File: config.mk
export PLATFORM = sky130hd
export DESIGN_NAME = dmem_word_arbiter_flat
export DESIGN_NICKNAME = d
export VERILOG_FILES = /design/src/rtl/dmem_arb_pkg.sv /design/src/rtl/dmem_word_arbiter_if.sv /design/src/rtl/rr_arb2.sv /design/src/rtl/dmem_word_arbiter.sv /design/src/flat_wrapper.sv
export SDC_FILE = /design/constraint.sdc
export NUM_CORES = 1
export LEC_CHECK = 0
export CAP_MARGIN = 25
export CORE_UTILIZATION = 55
export DETAILED_ROUTE_END_ITERATION = 10
export DONT_BUFFER_PORTS = 1
export PLACE_DENSITY_LB_ADDON = 0.1
export SYNTH_ARGS = -nofsm -noshare
export SYNTH_HDL_FRONTEND = slang
export SYNTH_SLANG_ARGS = --single-unit
File: constraint.sdc
create_clock -name clk -period 1.88 [get_ports clk]
set_input_delay 0.282 -clock clk [delete_from_list [all_inputs] [get_ports clk]]
set_output_delay 0.282 -clock clk [all_outputs]
set_load 0.02 [all_outputs]
File: src/rtl/dmem_arb_pkg.sv
// Shared definitions for the byte-serialising data-memory arbiter.
//   arb_state_t     : arbiter FSM states
//   BYTES_PER_WORD  : byte cycles per granted word access
//   byte_lane()     : big-endian byte select, k=0 -> bits 31:24
package dmem_arb_pkg;

    typedef enum logic [1:0] {
        IDLE  = 2'd0,
        ISSUE = 2'd1,
        TAIL  = 2'd2
    } arb_state_t;

    localparam int BYTES_PER_WORD = 4;

    function automatic logic [7:0] byte_lane(input logic [31:0] word, input logic [1:0] k);
        case (k)
            2'd0:    return word[31:24];
            2'd1:    return word[23:16];
            2'd2:    return word[15:8];
            default: return word[7:0];
        endcase
    endfunction

endpackage

File: src/rtl/dmem_word_arbiter_if.sv
// Bundle of requester and byte-memory signals around dmem_word_arbiter.
//   slave  : the arbiter's view (requests and mem_rdata in; grants, results, memory drive out)
//   master : the surrounding environment (requesters plus memory array)
interface dmem_word_arbiter_if #(
    parameter int AW = 6
);
    logic          req0, req1;
    logic          we0, we1;
    logic [AW-1:0] addr0, addr1;
    logic [31:0]   wdata0, wdata1;
    logic          gnt0, gnt1;
    logic          done0, done1;
    logic [31:0]   rdata0, rdata1;
    logic          busy;
    logic          mem_en;
    logic          mem_we;
    logic [AW-1:0] mem_addr;
    logic [7:0]    mem_wdata;
    logic [7:0]    mem_rdata;

    modport slave (
        input  req0, req1, we0, we1, addr0, addr1, wdata0, wdata1, mem_rdata,
        output gnt0, gnt1, done0, done1, rdata0, rdata1, busy,
               mem_en, mem_we, mem_addr, mem_wdata
    );

    modport master (
        output req0, req1, we0, we1, addr0, addr1, wdata0, wdata1, mem_rdata,
        input  gnt0, gnt1, done0, done1, rdata0, rdata1, busy,
               mem_en, mem_we, mem_addr, mem_wdata
    );
endinterface

File: src/rtl/rr_arb2.sv
// Two-way arbiter, purely combinational.
//   req_i        : request vector, bit n = port n
//   last_i       : port granted most recently
//   fixed_prio_i : 1 = port 0 wins every tie
//   gnt_o        : one-hot grant (zero when nobody requests)
module rr_arb2 (
    input  logic [1:0] req_i,
    input  logic       last_i,
    input  logic       fixed_prio_i,
    output logic [1:0] gnt_o
);

    always_comb begin
        gnt_o = 2'b00;
        case (req_i)
            2'b01:   gnt_o = 2'b01;
            2'b10:   gnt_o = 2'b10;
            // Tie: the port that did not win last time goes next.
            2'b11:   gnt_o = (fixed_prio_i || last_i) ? 2'b01 : 2'b10;
            default: gnt_o = 2'b00;
        endcase
    end

endmodule

File: src/rtl/dmem_word_arbiter.sv
// Serialises 32-bit word accesses from two requesters onto a byte-wide
// synchronous memory, big-endian (base+0 carries bits 31:24).
//   clk, rst_n : clock, asynchronous active-low reset
//   bus        : requester handshakes, word results and byte-memory drive
//
//   state | meaning
//   IDLE  | waiting; arbitrates and latches the winner at the edge
//   ISSUE | four byte cycles k=0..3 on the memory; gnt shown at k=0
//   TAIL  | memory idle; last read byte arrives, done/rdata set at the edge
module dmem_word_arbiter
    import dmem_arb_pkg::*;
#(
    parameter int AW         = 6,
    parameter bit FIXED_PRIO = 1'b0
) (
    input  logic               clk,
    input  logic               rst_n,
    dmem_word_arbiter_if.slave bus
);

    arb_state_t    state_q, state_d;
    logic [1:0]    k_q, k_d;
    logic          owner_q, owner_d;
    logic          last_q, last_d;
    logic          we_q, we_d;
    logic [AW-1:0] addr_q, addr_d;
    logic [31:0]   wdata_q, wdata_d;
    logic [23:0]   asm_q, asm_d;
    logic [31:0]   rdata0_q, rdata0_d, rdata1_q, rdata1_d;
    logic          done0_q, done0_d, done1_q, done1_d;
    logic [1:0]    arb_gnt;
    logic          issuing;

    rr_arb2 u_arb (
        .req_i        ({bus.req1, bus.req0}),
        .last_i       (last_q),
        .fixed_prio_i (FIXED_PRIO),
        .gnt_o        (arb_gnt)
    );

    always_ff @(posedge clk or negedge rst_n) begin
        if (!rst_n) begin
            state_q  <= IDLE;
            k_q      <= 2'd0;
            owner_q  <= 1'b0;
            last_q   <= 1'b1;
            we_q     <= 1'b0;
            addr_q   <= '0;
            wdata_q  <= '0;
            asm_q    <= '0;
            rdata0_q <= '0;
            rdata1_q <= '0;
            done0_q  <= 1'b0;
            done1_q  <= 1'b0;
        end else begin
            state_q  <= state_d;
            k_q      <= k_d;
            owner_q  <= owner_d;
            last_q   <= last_d;
            we_q     <= we_d;
            addr_q   <= addr_d;
            wdata_q  <= wdata_d;
            asm_q    <= asm_d;
            rdata0_q <= rdata0_d;
            rdata1_q <= rdata1_d;
            done0_q  <= done0_d;
            done1_q  <= done1_d;
        end
    end

    always_comb begin
        state_d  = state_q;
        k_d      = k_q;
        owner_d  = owner_q;
        last_d   = last_q;
        we_d     = we_q;
        addr_d   = addr_q;
        wdata_d  = wdata_q;
        asm_d    = asm_q;
        rdata0_d = rdata0_q;
        rdata1_d = rdata1_q;
        done0_d  = 1'b0;
        done1_d  = 1'b0;
        case (state_q)
            IDLE: begin
                if (arb_gnt != 2'b00) begin
                    state_d = ISSUE;
                    k_d     = 2'd0;
                    owner_d = arb_gnt[1];
                    last_d  = arb_gnt[1];
                    we_d    = arb_gnt[1] ? bus.we1    : bus.we0;
                    addr_d  = arb_gnt[1] ? bus.addr1  : bus.addr0;
                    wdata_d = arb_gnt[1] ? bus.wdata1 : bus.wdata0;
                end
            end
            ISSUE: begin
                // Read data lags the strobe by one cycle, so byte k-1 lands while k issues.
                if (k_q != 2'd0) asm_d = {asm_q[15:0], bus.mem_rdata};
                if (k_q == 2'(BYTES_PER_WORD - 1)) state_d = TAIL;
                else k_d = k_q + 2'd1;
            end
            TAIL: begin
                if (!we_q) begin
                    if (owner_q) rdata1_d = {asm_q, bus.mem_rdata};
                    else         rdata0_d = {asm_q, bus.mem_rdata};
                end
                done0_d = !owner_q;
                done1_d = owner_q;
                k_d     = 2'd0;
                state_d = IDLE;
            end
            default: state_d = IDLE;
        endcase
    end

    assign issuing       = (state_q == ISSUE);
    assign bus.gnt0      = issuing && (k_q == 2'd0) && !owner_q;
    assign bus.gnt1      = issuing && (k_q == 2'd0) && owner_q;
    assign bus.done0     = done0_q;
    assign bus.done1     = done1_q;
    assign bus.rdata0    = rdata0_q;
    assign bus.rdata1    = rdata1_q;
    assign bus.busy      = (state_q != IDLE);
    assign bus.mem_en    = issuing;
    assign bus.mem_we    = issuing && we_q;
    // Address arithmetic wraps naturally at the top of the array.
    assign bus.mem_addr  = issuing ? (addr_q + AW'(k_q)) : '0;
    assign bus.mem_wdata = issuing ? byte_lane(wdata_q, k_q) : 8'h00;

endmodule

File: src/flat_wrapper.sv
// flat-port wrapper written by rule: the top's interface ports become plain ports
module dmem_word_arbiter_flat import dmem_arb_pkg::*;
#(
    parameter int AW         = 6,
    parameter bit FIXED_PRIO = 1'b0
)
  (clk, rst_n, bus_req0, bus_req1, bus_we0, bus_we1, bus_addr0, bus_addr1, bus_wdata0, bus_wdata1, bus_mem_rdata, bus_gnt0, bus_gnt1, bus_done0, bus_done1, bus_rdata0, bus_rdata1, bus_busy, bus_mem_en, bus_mem_we, bus_mem_addr, bus_mem_wdata);
  dmem_word_arbiter_if #(.AW(AW)) bus_i ();
  input  logic clk;
  input  logic rst_n;
  input wire logic [$bits(bus_i.req0)-1:0] bus_req0;
  input wire logic [$bits(bus_i.req1)-1:0] bus_req1;
  input wire logic [$bits(bus_i.we0)-1:0] bus_we0;
  input wire logic [$bits(bus_i.we1)-1:0] bus_we1;
  input wire logic [$bits(bus_i.addr0)-1:0] bus_addr0;
  input wire logic [$bits(bus_i.addr1)-1:0] bus_addr1;
  input wire logic [$bits(bus_i.wdata0)-1:0] bus_wdata0;
  input wire logic [$bits(bus_i.wdata1)-1:0] bus_wdata1;
  input wire logic [$bits(bus_i.mem_rdata)-1:0] bus_mem_rdata;
  output wire logic [$bits(bus_i.gnt0)-1:0] bus_gnt0;
  output wire logic [$bits(bus_i.gnt1)-1:0] bus_gnt1;
  output wire logic [$bits(bus_i.done0)-1:0] bus_done0;
  output wire logic [$bits(bus_i.done1)-1:0] bus_done1;
  output wire logic [$bits(bus_i.rdata0)-1:0] bus_rdata0;
  output wire logic [$bits(bus_i.rdata1)-1:0] bus_rdata1;
  output wire logic [$bits(bus_i.busy)-1:0] bus_busy;
  output wire logic [$bits(bus_i.mem_en)-1:0] bus_mem_en;
  output wire logic [$bits(bus_i.mem_we)-1:0] bus_mem_we;
  output wire logic [$bits(bus_i.mem_addr)-1:0] bus_mem_addr;
  output wire logic [$bits(bus_i.mem_wdata)-1:0] bus_mem_wdata;
  assign bus_i.req0 = bus_req0;
  assign bus_i.req1 = bus_req1;
  assign bus_i.we0 = bus_we0;
  assign bus_i.we1 = bus_we1;
  assign bus_i.addr0 = bus_addr0;
  assign bus_i.addr1 = bus_addr1;
  assign bus_i.wdata0 = bus_wdata0;
  assign bus_i.wdata1 = bus_wdata1;
  assign bus_i.mem_rdata = bus_mem_rdata;
  assign bus_gnt0 = bus_i.gnt0;
  assign bus_gnt1 = bus_i.gnt1;
  assign bus_done0 = bus_i.done0;
  assign bus_done1 = bus_i.done1;
  assign bus_rdata0 = bus_i.rdata0;
  assign bus_rdata1 = bus_i.rdata1;
  assign bus_busy = bus_i.busy;
  assign bus_mem_en = bus_i.mem_en;
  assign bus_mem_we = bus_i.mem_we;
  assign bus_mem_addr = bus_i.mem_addr;
  assign bus_mem_wdata = bus_i.mem_wdata;
  dmem_word_arbiter #(.AW(AW), .FIXED_PRIO(FIXED_PRIO)) u_core (.clk(clk), .rst_n(rst_n), .bus(bus_i));
endmodule
# Yosys cells after proc, flatten, opt, wreduce, memory -nomap -nowiden
# Index checks and enable logic that the tools add are counted.
[classes]
n_addsub = 2
n_mul = 0
div_mod_pow = 0
n_lt_le_gt_ge = 0
eq_ne = 11
shift = 0
muxes = 16
bitwise = 2
reduce_logical = 17
[op_table]
columns = ["op", "n"]
rows = [
  ["$mux 32", 1],
  ["$pmux 8 s3", 1],
  ["$mux 6", 2],
  ["$pmux 2 s3", 2],
  ["$eq 2x2->1 const B", 5],
  ["$mux 2", 5],
  ["$reduce_and 3->1", 3],
  ["$mux 8", 1],
  ["$add 6x2->6", 1],
  ["$eq 2x1->1 const B", 3],
  ["$reduce_and 2->1", 3],
  ["$reduce_bool 2->1", 3],
  ["$logic_and 1x1->1", 4],
  ["$logic_not 2->1", 2],
  ["$ne 2x2->1 const B", 2],
  ["$pmux 2 s2", 1],
  ["$mux 1", 3],
  ["$reduce_bool 3->1", 1],
  ["$add 2x1->2 const B", 1],
  ["$ne 2x1->1 const B", 1],
  ["$not 1->1", 2],
  ["$logic_not 1->1", 1],
]
[word_totals]
regBits = 135
latchBits = 0
mem_bits_rw = 0
rom_bits = 0
in_bits = 90
out_inout_bits = 85
elab_cells = 60
mem_count = 0

# Longest topological paths before layout
[depth]
word_depth = 5
depth_mapped = 7
depth_no_buf = 5

# Cells and area by module
# Synthesis repeated with hierarchy kept, for this count alone.
[hier_totals]
hier_cells = 418
hier_area_um2 = 6099.6
[by_module_without_submodules]
columns = ["mod", "n_inst", "cells_per_inst", "area_each_um2"]
rows = [
  ["dmem_word_arbiter", 1, 414, 6077.1],
  ["rr_arb2", 1, 4, 22.5],
]

# Worst setup path after synthesis
# Ideal clock, no wire load.
[synth_path]
kind = "register to output"
start = "reg u_core.k_q[0]"
end = "out bus_mem_wdata[5]"
t_arrival_ns = 1.549
t_required_ns = 1.598
slack_ns = 0.049
path_stages_with_launch = 6
cell_sequence = "dfrtp_1 > ha_1 > inv_1 > clkbuf_1 > o21ai_0 > a21oi_1"
[synth_via]
elab_chain_cells = 3
[synth_rtl]
columns = ["item", "line_no", "source"]
rows = [
  ["start: declaration", "dmem_word_arbiter.sv:22", "logic [1:0] k_q, k_d;"],
  ["start signal: assignment", "dmem_word_arbiter.sv:57", "k_q <= k_d;"],
  ["$eq 2x2->1, or another cell as far along", "dmem_arb_pkg.sv:16", "case (k)"],
  ["$pmux 8 s3 (*)", "dmem_arb_pkg.sv:16", ""],
  ["$mux 8 (*)", "dmem_word_arbiter.sv:128", "assign bus.mem_wdata = issuing ? byte_lane(wdata_q, k_q) : 8'h00;"],
  ["end: declaration", "flat_wrapper.sv:30", "output wire logic [$bits(bus_i.mem_wdata)-1:0] bus_mem_wdata;"],
]
# Mark *: on every way between the ends. The rest lies on a longest branch, timed or not.

# Worst setup path after layout
[layout_path]
start = "reg u_core.k_q[1]"
end = "out bus_mem_addr[4]"
[layout_via]
elab_chain_cells = 2
[layout_rtl]
columns = ["item", "line_no", "source"]
rows = [
  ["$add 6x2->6", "dmem_word_arbiter.sv:127", "assign bus.mem_addr = issuing ? (addr_q + AW'(k_q)) : '0;"],
  ["$mux 6", "dmem_word_arbiter.sv:127", ""],
  ["end: declaration", "flat_wrapper.sv:29", "output wire logic [$bits(bus_i.mem_addr)-1:0] bus_mem_addr;"],
]
# Every way passes these cells.

==> results.md <==
* Total number of yosys warnings at 0
* Power density over the cells at 1800 nW/um^2
* Total gr overflow at 0
* Routed wire length per instance at 19.5 um
* Ports at 175
* Post-synth design cell area at 5920 sq um
* Clock Sinks at 135
* First-pass GRT wire length at 23.6 mm
* Initial antenna violation count at 0
* Crit path kind: flip-flop to output pin
* FF-to-FF path depth at 6
* Met2 Track Usage GR at 46.8%
* Total routed wirelength at 14.7 mm
* Vias post-DR at 4411
* Post-route minimum period at 2230 ps
* Source of the worst register-to-register timing path: u_core.state_q[0]
* Met1 Resource Use GR at 32.1%
* Hold Path Class: input port to asynchronous set/reset pin
* Required @ worst endpoint at 1600 ps
* Final #Nets at 701
* Relative slew slack at 76.4%
* Failing checks: hold timing, setup timing
* GP Congestion at 0.785
* Layout cells sized above 1 at 25.8%
* Die ar. at 11200 sq um
* Most frequent cells in the layout: dfrtp_1 (131), dlygate4sd3_1 (88), nand2_1 (81), mux2_2 (60), a21oi_1 (50)
* Distinct cells, synth at 38
* Via density at 5.86
* Mapped Nets at 596
* DR iter-0 viols at 348
* Setup tns final at -4020 ps
* EDFF count, synth at 0
* IO buf count at 0
* Largest net degree at the start of global routing at 136
* Die H at 106 um
* DPL Wire Length at 8.43 mm
* Syn Inst Count at 499
* DRC Markers at 0
* Post-synthesis register bit count at 135
* Unrepaired setup endpoints after global routing: true
* Ant diodes at 0
* Final setup margin at -347 ps
* Post-route ant nets at 0
* Setup Viol. Count Final at 15
* Clock skew at 6.02 ps
* Core area at 10400 sq um
* Clk pin slew, worst setup/hold paths at 60 ps
* Tightest Pin Transition at 353 ps
* Number of global-route vias before repair at 4653
* Worst setup SP type: flip-flop
* Slew Viols, Final at 0
* Busiest layer in global routing: met2
* GRT met3 Usage at 8.97%
* Syn avg cell area at 11.9 sq um
* GR Util All Layers at 27.5%
* H-tree levels at 4
* CTS Buf Count at 17
* Root Buffer Master: clkbuf_8
* Non-filler cells, final at 753
* RR Endpoint: u_core.bus.rdata1[20]
* Post-synthesis sequential area ratio at 57.1%
* Area grow syn2layout at 31.8%
* Worst Setup End Kind: output pin
* Max Cap Viol at 0
* Latest clock arrival within the worst-skew pair at 510 ps
* Synth async-reset ratio at 100%
* Status: finished, violations left
* Pleak at 3.44 nW
* Row count at 37
* Final worst-path cycle share at 118%
* Final Hold Fails at 135
* # placed instances at 625
* TritonCTS clock tree: yes
* Arrival time worst endpoint at 1950 ps
* Worst hold margin at -537 ps
* Post-synth top flop: dfrtp_1
* Die W at 106 um
* Leading cell type in the layout, fill and taps excluded: dfrtp_1
* Max rail drop VDD at 0.00112 V
* Worst-path fanout max at 5
* Hold buffers post-CTS at 88
* R2R setup slack at 90 ps
* Fmax at 449 MHz
* DRT Pass-1 Iters at 7
* Initial Utilization at 57.1%
* Maximum root-to-sink buffer count at 2
worst max-delay path by stage:
stage	from	end	cells past startpoint
finish	u_core.k_q[1]	bus_mem_addr[4]	6
global route	u_core.k_q[0]	bus_mem_addr[4]	6
CTS	u_core.k_q[1]	bus_mem_addr[4]	6
detailed placement	u_core.k_q[1]	bus_mem_wdata[4]	5
global placement	u_core.k_q[0]	bus_mem_addr[4]	6
floorplan	u_core.k_q[0]	bus_mem_wdata[5]	5
final cells by class:
cell class	count	area [sq um]
clock buffers	18	428
clock inverters	14	174
fillers	661	2570
inverters	7	31.3
multi-input cells	320	2380
flip-flops and latches	135	3380
well taps	136	170
repair buffers	123	1230
logic make-up after synthesis:
logic type / synth area share (%)
adder cells (fa/ha/maj): 1.61
AND/OR/NAND/NOR: 7.97
multiplexers: 16.7
buffers and inverters: 4.52
XOR/XNOR: 0.296
flip-flops: 57.1
AO/OA/AOI/OAI: 11.8
synthesized netlist by cell type, types with 2 or more instances:
master	number	share of area, %
o21ai_0	12	1.0
clkbuf_1	14	0.89
mux2_2	60	11
buf_6	11	2.1
ha_1	6	1.3
nor2_1	6	0.38
a21oi_1	52	4.4
and3_1	2	0.21
and2_1	5	0.53
buf_2	6	0.51
or3_1	2	0.21
buf_1	2	0.13
dfrtp_1	134	57
buf_4	3	0.38
nand3_1	2	0.17
inv_1	6	0.38
a31oi_1	40	4.2
nor3_4	2	0.55
nand2_1	81	5.1
mux2_1	28	5.3
a222oi_1	8	1.4
critical path, stage by stage (launching register included):
cell and delay (ps):
dfrtp_2 490, buf_6 150, fa_2 380, nand3_2 80, xor2_1 140, nor2_1 50, buf_4 150
flip-flops by register name, summed over array words and instances, names as in the netlist:
| register | count |
|---|---|
| u_core.bus.rdata0 | 32 |
| u_core.bus.rdata1 | 32 |
| u_core.wdata_q | 32 |
| u_core.asm_q | 24 |
| u_core.addr_q | 6 |
| u_core.k_q | 2 |
| u_core.state_q | 2 |
| u_core.bus.done0 | 1 |
| u_core.bus.done1 | 1 |
| u_core.last_q | 1 |
| u_core.owner_q | 1 |
| u_core.we_q | 1 |
through the flow:
step	worst slack, ps	util (%)	area, sq um	total power [W]
final	-347	75.3	7800	0.0141
after global routing	-424	75.3	7800	0.0148
after CTS	-363	75.0	7770	0.0139
after detailed placement	14.0	59.2	6130	0.0100
after global placement	86.2	59.2	6130	0.00988
after floorplan	49.2	-	5920	0.00870
metal layers:
layer / part of all wire (%) / up-vias
met5: 0 / -
li1: - / 1991
met2: 51 / 211
met4: 1.9 / 0
met1: 39 / 2178
met3: 7.9 / 31
report_power, final:
group | internal, W | total [W] | switching [W]
Sequential | 0.00417 | 0.00582 | 0.00165
Combinational | 0.00244 | 0.00489 | 0.00246
Clock | 0.00206 | 0.00334 | 0.00128
Total | 0.00867 | 0.0141 | 0.00538
repair_timing:
action,CTS,global route
pin swaps,17,2
gates resized for setup,32,6
buffers inserted,6,2
setup endpoints to repair,18,18
hold endpoints to repair,199,135
No activity file was read; power rests on OpenSTA's default activity.
